File: config.mk
export PLATFORM = sky130hd
export DESIGN_NAME = result_sel_unit
export DESIGN_NICKNAME = d
export VERILOG_FILES = /design/src/rtl/result_sel_unit.sv
export SDC_FILE = /design/constraint.sdc
export NUM_CORES = 1
export LEC_CHECK = 0
export CAP_MARGIN = 20
export CORE_MARGIN = 2
export CORE_UTILIZATION = 45
export DETAILED_ROUTE_END_ITERATION = 7
export DONT_BUFFER_PORTS = 1
export PLACE_DENSITY = 0.57
export SLEW_MARGIN = 25
export SYNTH_ARGS = -nofsm -noshare
export SYNTH_HDL_FRONTEND = slang
export SYNTH_SLANG_ARGS = --single-unit
File: constraint.sdc
create_clock -name clk -period 6.4 [get_ports clk]
set_input_delay 0.32 -clock clk [delete_from_list [all_inputs] [get_ports clk]]
set_output_delay 0.32 -clock clk [all_outputs]
set_load 0.05 [all_outputs]
File: src/rtl/result_sel_unit.sv
// Result multiplexer with per-source holding buffers, RISC-V load extraction/extension
// and a one-deep registered valid/ready output stage feeding register-file writeback.
module result_sel_unit #(
   parameter int WIDTH   = 32,
   parameter int NUM_SRC = 4,
   parameter int SEL_W   = 2
) (
   input  logic                       clk,
   input  logic                       rst,
   input  logic [NUM_SRC*WIDTH-1:0]   src_in,
   input  logic [NUM_SRC-1:0]         buf_en,
   input  logic [SEL_W-1:0]           src_sel,
   input  logic                       use_buf,
   input  logic [2:0]                 ext_mode,
   input  logic [1:0]                 byte_off,
   input  logic                       req_valid,
   output logic                       req_ready,
   input  logic                       flush,
   output logic [WIDTH-1:0]           result,
   output logic                       result_valid,
   input  logic                       result_ready,
   output logic                       sel_err
);

   localparam logic [2:0] MODE_LB  = 3'b000;
   localparam logic [2:0] MODE_LH  = 3'b001;
   localparam logic [2:0] MODE_LW  = 3'b010;
   localparam logic [2:0] MODE_LBU = 3'b100;
   localparam logic [2:0] MODE_LHU = 3'b101;

   logic [WIDTH-1:0]   src_slice [NUM_SRC];
   logic [WIDTH-1:0]   buf_q     [NUM_SRC];
   logic [WIDTH-1:0]   buf_d     [NUM_SRC];
   logic [NUM_SRC-1:0] sel_hit;

   // Per-source holding buffers; they run independently of the handshake and flush.
   for (genvar gi = 0; gi < NUM_SRC; gi++) begin : g_src
      assign src_slice[gi] = src_in[gi*WIDTH +: WIDTH];
      assign sel_hit[gi]   = (src_sel == SEL_W'(gi));

      always_comb begin
         buf_d[gi] = buf_q[gi];
         if (buf_en[gi]) begin
            buf_d[gi] = src_slice[gi];
         end
      end

      always_ff @(posedge clk or posedge rst) begin
         if (rst) begin
            buf_q[gi] <= '0;
         end else begin
            buf_q[gi] <= buf_d[gi];
         end
      end
   end

   logic             sel_valid;
   logic [WIDTH-1:0] raw;

   // Buffer reads use the pre-edge value, so a same-cycle capture is seen one cycle later.
   always_comb begin
      raw = '0;
      for (int i = 0; i < NUM_SRC; i++) begin
         if (sel_hit[i]) begin
            raw = use_buf ? buf_q[i] : src_slice[i];
         end
      end
   end

   assign sel_valid = |sel_hit;

   logic [7:0]       byte_val;
   logic [15:0]      half_val;
   logic [WIDTH-1:0] ext_val;

   always_comb begin
      byte_val = raw[7:0];
      case (byte_off)
         2'd0:    byte_val = raw[7:0];
         2'd1:    byte_val = raw[15:8];
         2'd2:    byte_val = raw[23:16];
         default: byte_val = raw[31:24];
      endcase
      half_val = byte_off[1] ? raw[31:16] : raw[15:0];
   end

   always_comb begin
      ext_val = raw;
      case (ext_mode)
         MODE_LB:  ext_val = {{(WIDTH-8){byte_val[7]}}, byte_val};
         MODE_LBU: ext_val = {{(WIDTH-8){1'b0}}, byte_val};
         MODE_LH:  ext_val = {{(WIDTH-16){half_val[15]}}, half_val};
         MODE_LHU: ext_val = {{(WIDTH-16){1'b0}}, half_val};
         MODE_LW:  ext_val = raw;
         default:  ext_val = raw;
      endcase
   end

   logic [WIDTH-1:0] result_q, result_d;
   logic             result_valid_q, result_valid_d;
   logic             sel_err_q, sel_err_d;
   logic             accept;

   assign req_ready = !result_valid_q || result_ready;
   assign accept    = req_valid && req_ready && !flush;

   // Flush wins over both a new accept and a pending output; result data is never cleared.
   always_comb begin
      result_d       = result_q;
      result_valid_d = result_valid_q;
      sel_err_d      = 1'b0;
      if (flush) begin
         result_valid_d = 1'b0;
      end else if (accept) begin
         result_d       = ext_val;
         result_valid_d = 1'b1;
         sel_err_d      = !sel_valid;
      end else if (result_valid_q && result_ready) begin
         result_valid_d = 1'b0;
      end
   end

   always_ff @(posedge clk or posedge rst) begin
      if (rst) begin
         result_q       <= '0;
         result_valid_q <= 1'b0;
         sel_err_q      <= 1'b0;
      end else begin
         result_q       <= result_d;
         result_valid_q <= result_valid_d;
         sel_err_q      <= sel_err_d;
      end
   end

   assign result       = result_q;
   assign result_valid = result_valid_q;
   assign sel_err      = sel_err_q;

endmodule

# Word level (Yosys, flattened, before mapping)
# Cells that the tools add are included.
dict set report word_totals {
  reg_bits 162
  in_bits 145
  output_inout_bits 35
}
dict set report classes {
  n_eq_ne 8
  n_mux 16
  bitwise_logic 1
  n_reduce_logical 13
}
# cell count
set op_table {}
lappend op_table {{$mux 32} 8}
lappend op_table {{$pmux 32 s4} 1}
lappend op_table {{$pmux 8 s3} 1}
lappend op_table {{$mux 16} 1}
lappend op_table {{$eq 2x2->1 const B} 3}
lappend op_table {{$eq 3x3->1 const B} 2}
lappend op_table {{$mux 1} 5}
lappend op_table {{$eq 2x1->1 const B} 2}
lappend op_table {{$logic_not 2->1} 2}
lappend op_table {{$reduce_or 4->1} 1}
lappend op_table {{$eq 3x1->1 const B} 1}
lappend op_table {{$logic_and 1x1->1} 3}
lappend op_table {{$logic_not 1->1} 3}
lappend op_table {{$logic_not 3->1} 1}
lappend op_table {{$reduce_bool 3->1} 1}
lappend op_table {{$reduce_and 2->1} 1}
lappend op_table {{$logic_or 1x1->1} 1}
lappend op_table {{$not 1->1} 1}

# Depth between registers and ports, before layout
dict set report depth {
  depth_word 7
  ltp_mapped 9
  mapped_depth_nobuf 6
}

# Worst setup path after synthesis
# OpenSTA, ideal clock, no wires.
dict set report synth_path {
  path_type {register to register}
  startpoint {reg result_valid_q (netlist: result_valid)}
  endpoint {reg result_q[10] (netlist: result[10])}
  setup_time_ns 0.126
  t_arrival_ns 1.924
  required_time_ns 6.274
  path_slack_ns 4.350
  stages_incl_launch_ff 7
  n_path_buf 1
  path_cell_list {dfrtp_1 nor2b_1 inv_1 nand3b_1 a31oi_2 buf_2 a21oi_1}
}
dict set report synth_via {
  elab_chain_cells 5
}
# element line_no
set synth_rtl {}
lappend synth_rtl {{from (decl)} 100} ;# logic result_valid_q, result_valid_d;
lappend synth_rtl {{from (signal assigned)} 130} ;# result_valid_q <= result_valid_d;
lappend synth_rtl {{$logic_not 1->1} 104} ;# assign req_ready = !result_valid_q || result_ready;
lappend synth_rtl {{$logic_or 1x1->1} 104}
lappend synth_rtl {{net req_ready} 17} ;# output logic req_ready,
lappend synth_rtl {{$logic_and 1x1->1 (2 in a row)} 105} ;# assign accept = req_valid && req_ready && !flush;
lappend synth_rtl {{$reduce_and 2->1 (no line)} -}
lappend synth_rtl {{to (signal assigned)} 129} ;# result_q <= result_d;
lappend synth_rtl {{to (decl)} 99} ;# logic [WIDTH-1:0] result_q, result_d;
# The timed path passes the listed nets, and every way through them passes these cells.
# A chain may end at the register's enable or synchronous reset.

# Worst setup path after layout
dict set report layout_path {
  startpoint {reg result_valid_q (netlist: result_valid)}
  endpoint {reg result_q[14] (netlist: result[14])}
}
# Same word-level chain as after synthesis.

==> metrics.md <==
| Metric | Value |
|---|---|
| Status | `complete, no violations` |
| Top FF cell, synth | `dfrtp_1` |
| Worst slew margin | `between 40% and 50%` |
| Final HPWL DP | `about 15000 um` |
| P per Cell Area | `302 nW/um^2` |
| Yosys reg bits | `162` |
| IO Count | `180` |
| Antenna violations before repair | `0` |
| Most frequent cells in the layout | `dfrtp_1 (162), mux2_2 (135), mux4_2 (57)` |
| Combinational share of power | `between 10% and 20%` |
| Non-Filler Instances | `861` |
| Worst setup path category | `reg2reg` |
| Die Wd | `around 140 um` |
| Share of post-route cells with drive strength above 1 | `just under 40%` |
| CP Data Arrival Time | `3.12 ns` |
| Multiplexer share of the synthesized area | `36.3%` |
| Final net count | `759` |
| Max-cap viol count | `0` |
| Critical path launch point type | `register` |
| RePlAce Congestion | `about 0.9` |
| Power Internal | `around 2000 uW` |
| Worst slew pin tran | `approximately 0.79 ns` |
| Clk slew on worst S/H paths | `about 0.07 ns` |
| Cells after Synth | `roughly 640` |
| Inst Count DP | `827` |
| Detail Route Antenna Nets | `0` |
| Post-CTS resize count | `0` |
| Sw Share | `between 20% and 30%` |
| CTS tree | `yes` |
| Mean post-synth cell area | `around 13 um^2` |
| Pre-Repair DR Iteration Count | `5` |
| Gr ovfl total | `0` |
| Period minus WS final | `2.85 ns` |
| Largest family of logic cells by synthesized area | `multiplexers` |
| Post-Synth Simple-Gate Area | `under 10%` |
| R2R cell count | `5` |
| Num CTS Buffers | `17` |
| Cell type with the largest total area after synthesis | `dfrtp_1` |
| Fmax | `roughly 350 MHz` |
| Unrepaired setup endpoints after global routing | `false` |
| WP data required | `between 6 and 7 ns` |
| Number of global-route vias before repair | `5816` |
| Ys async rst share | `100%` |
| Core area | `18600 um^2` |
| First-pass GRT wire length | `roughly 34000 um` |
| Core Util, Final | `between 40 and 50%` |
| Post-Syn Area | `approximately 8500 um^2` |
| Vias | `5318` |
| Reg power frac | `between 40% and 50%` |
| Number of synthesized flops with an enable pin | `0` |
| Fin crit share | `44.6%` |
| Gr usage total | `between 20% and 30%` |
| Element type at the critical path end | `register` |
| Clk network pwr share | `a little under two fifths` |
| Setup TNS | `0 ns` |
| Compound-Gate Fraction of Synth Area | `7.41%` |
| Pin count of the biggest net entering global routing | `between 80 and 90` |
| Synth cell types | `between 50 and 60` |
| Synthesized Nets | `783` |
| Hold Path Stages | `2` |
| XOR/XNOR Fraction of Synth Area | `0%` |
| Starting Density | `between 40% and 50%` |
| Via density | `6.18` |
| Die H | `between 100 and 150 um` |
| PortBufs | `0` |
| Die area | `20100 um^2` |
| Area growth syn-to-layout | `8.17%` |
| LEAKAGE | `between 0.003 and 0.004 uW` |
| Max Slew Vio Count | `0` |
| Hold violation count in the final report | `0` |
| Largest cells by area after synthesis | `dfrtp_1 (47%), mux2_2 (18%), mux4_2 (15%)` |
| DR WL/cell | `roughly 25 um` |
| Top-area cell type share of the netlist area | `47.4%` |
| Final worst clock skew | `0.00859 ns` |
| Switching power | `slightly above 800 uW` |
| FILL cells | `1625` |
| Most common library cell in the layout ignoring fill and taps | `dfrtp_1` |
| Tightest Hold Check Type | `in2reg` |
| Iter 0 DRT Violations | `~330` |
| Adder-cell share of the synthesized area | `0%` |
| Synth warnings | `0` |
| Row count | `50` |
| Sequential share of the synthesized area | `a little under half` |
| Worst-Skew Late Latency | `around 0.43 ns` |
| DR DRC count | `0` |
| Ant diodes | `0` |
| Clock root buffer | `clkbuf_16` |
| Clock tree buffer depth | `2` |
| Crit-path max FO | `17` |
| CTS Sinks | `roughly 160` |
| Peak VDD IR | `0.189 mV` |
| DRT Wirelength | `roughly 22000 um` |
| H-tree depth | `4` |
| Final Setup Violations | `0` |
layer usage:
layer | wire length [um] | GRT usage, % | up-vias
li1 | - | - | 2336
met1 | 8990 | 29.6 | 2746
met2 | 10300 | 35.3 | 208
met3 | 2040 | 8.10 | 28
met4 | 465 | 7.68 | 0
met5 | 0 | 0 | -
sequential cells by signal (all words and copies together) (netlist names):
signal / flops
buf_q: 128
sel_err: 1
result_valid: 1
result: 32
through the flow:
| stage | power, uW | hold slack (ns) | setup WS (ns) | instance area [um^2] |
|---|---|---|---|---|
| after detailed placement | 1760 | 0.365 | 3.33 | 8610 |
| after global routing | 2910 | 0.0138 | 3.35 | 9240 |
| after CTS | 2820 | 0.0114 | 3.31 | 9230 |
| after floorplan | 1700 | 0.386 | 1.70 | 8550 |
| after global placement | 1750 | 0.349 | 3.40 | 8610 |
| final | 2790 | 0.0267 | 3.55 | 9240 |
layout make-up:
cell class	instances	area (um^2)	share of cell area [%]
repair buffers	4	38.8	0.420
clock buffers	19	443	4.79
well taps	234	293	3.17
clock inverters	13	159	1.72
flip-flops and latches	162	4050	43.9
multi-input cells	424	4230	45.8
inverters	5	23.8	0.257
Yosys cell counts (4+ instances only):
cell type	instances
mux2_2	135
buf_6	5
a22oi_1	4
o21ai_0	9
dfrtp_1	162
mux2i_1	25
a21oi_1	25
nor3_1	5
buf_2	13
mux4_2	57
o22ai_1	8
clkbuf_1	12
nor2_1	50
nand2_1	35
buf_4	4
nor2b_1	4
o21ai_1	9
a21oi_2	10
buf_1	12
nand2b_1	5
logic make-up after synthesis:
family,Yosys count
buf+inv,52
compound gates,92
mux,221
simple gates,110
flops,162
other cells,1
power groups by stage:
| stage | sequential (uW) | clock (uW) | combinational [uW] |
|---|---|---|---|
| finish | 1370 | 1050 | 375 |
| global route | 1380 | 1110 | 410 |
| CTS | 1370 | 1070 | 377 |
| detailed placement | 1390 | 0 | 374 |
| global placement | 1380 | 0 | 366 |
| floorplan | 1350 | 0 | 347 |
final timing paths:
kind	slack, ns	end	startpoint
max	3.55	result[14]$_DFFE_PP0P_	result_valid$_DFFE_PP0P_
min	0.03	result_valid$_DFFE_PP0P_	req_valid
max reg2reg	3.55	result[14]$_DFFE_PP0P_	result_valid$_DFFE_PP0P_
min reg2reg	0.50	buf_q[68]$_DFFE_PP0P_	buf_q[68]$_DFFE_PP0P_
max in group asynchronous	4.60	result[1]$_DFFE_PP0P_	rst
min in group asynchronous	0.51	sel_err$_DFF_PP0_	rst
worst max-delay path: stages, from the launching register on:
cell	delay, ns
dfrtp_1	0.55
nor2b_1	0.25
inv_1	0.35
nand3b_1	0.56
a31oi_2	0.80
a21oi_1	0.16
timing repair:
action                                  4_1_cts  5_1_grt
endpoints found under the setup margin        0        0
hold buffers                                  2        0
endpoints found under the hold margin        79        0
setup buffers                                 0        0
Note: power is estimated with default switching activity, not from simulation.
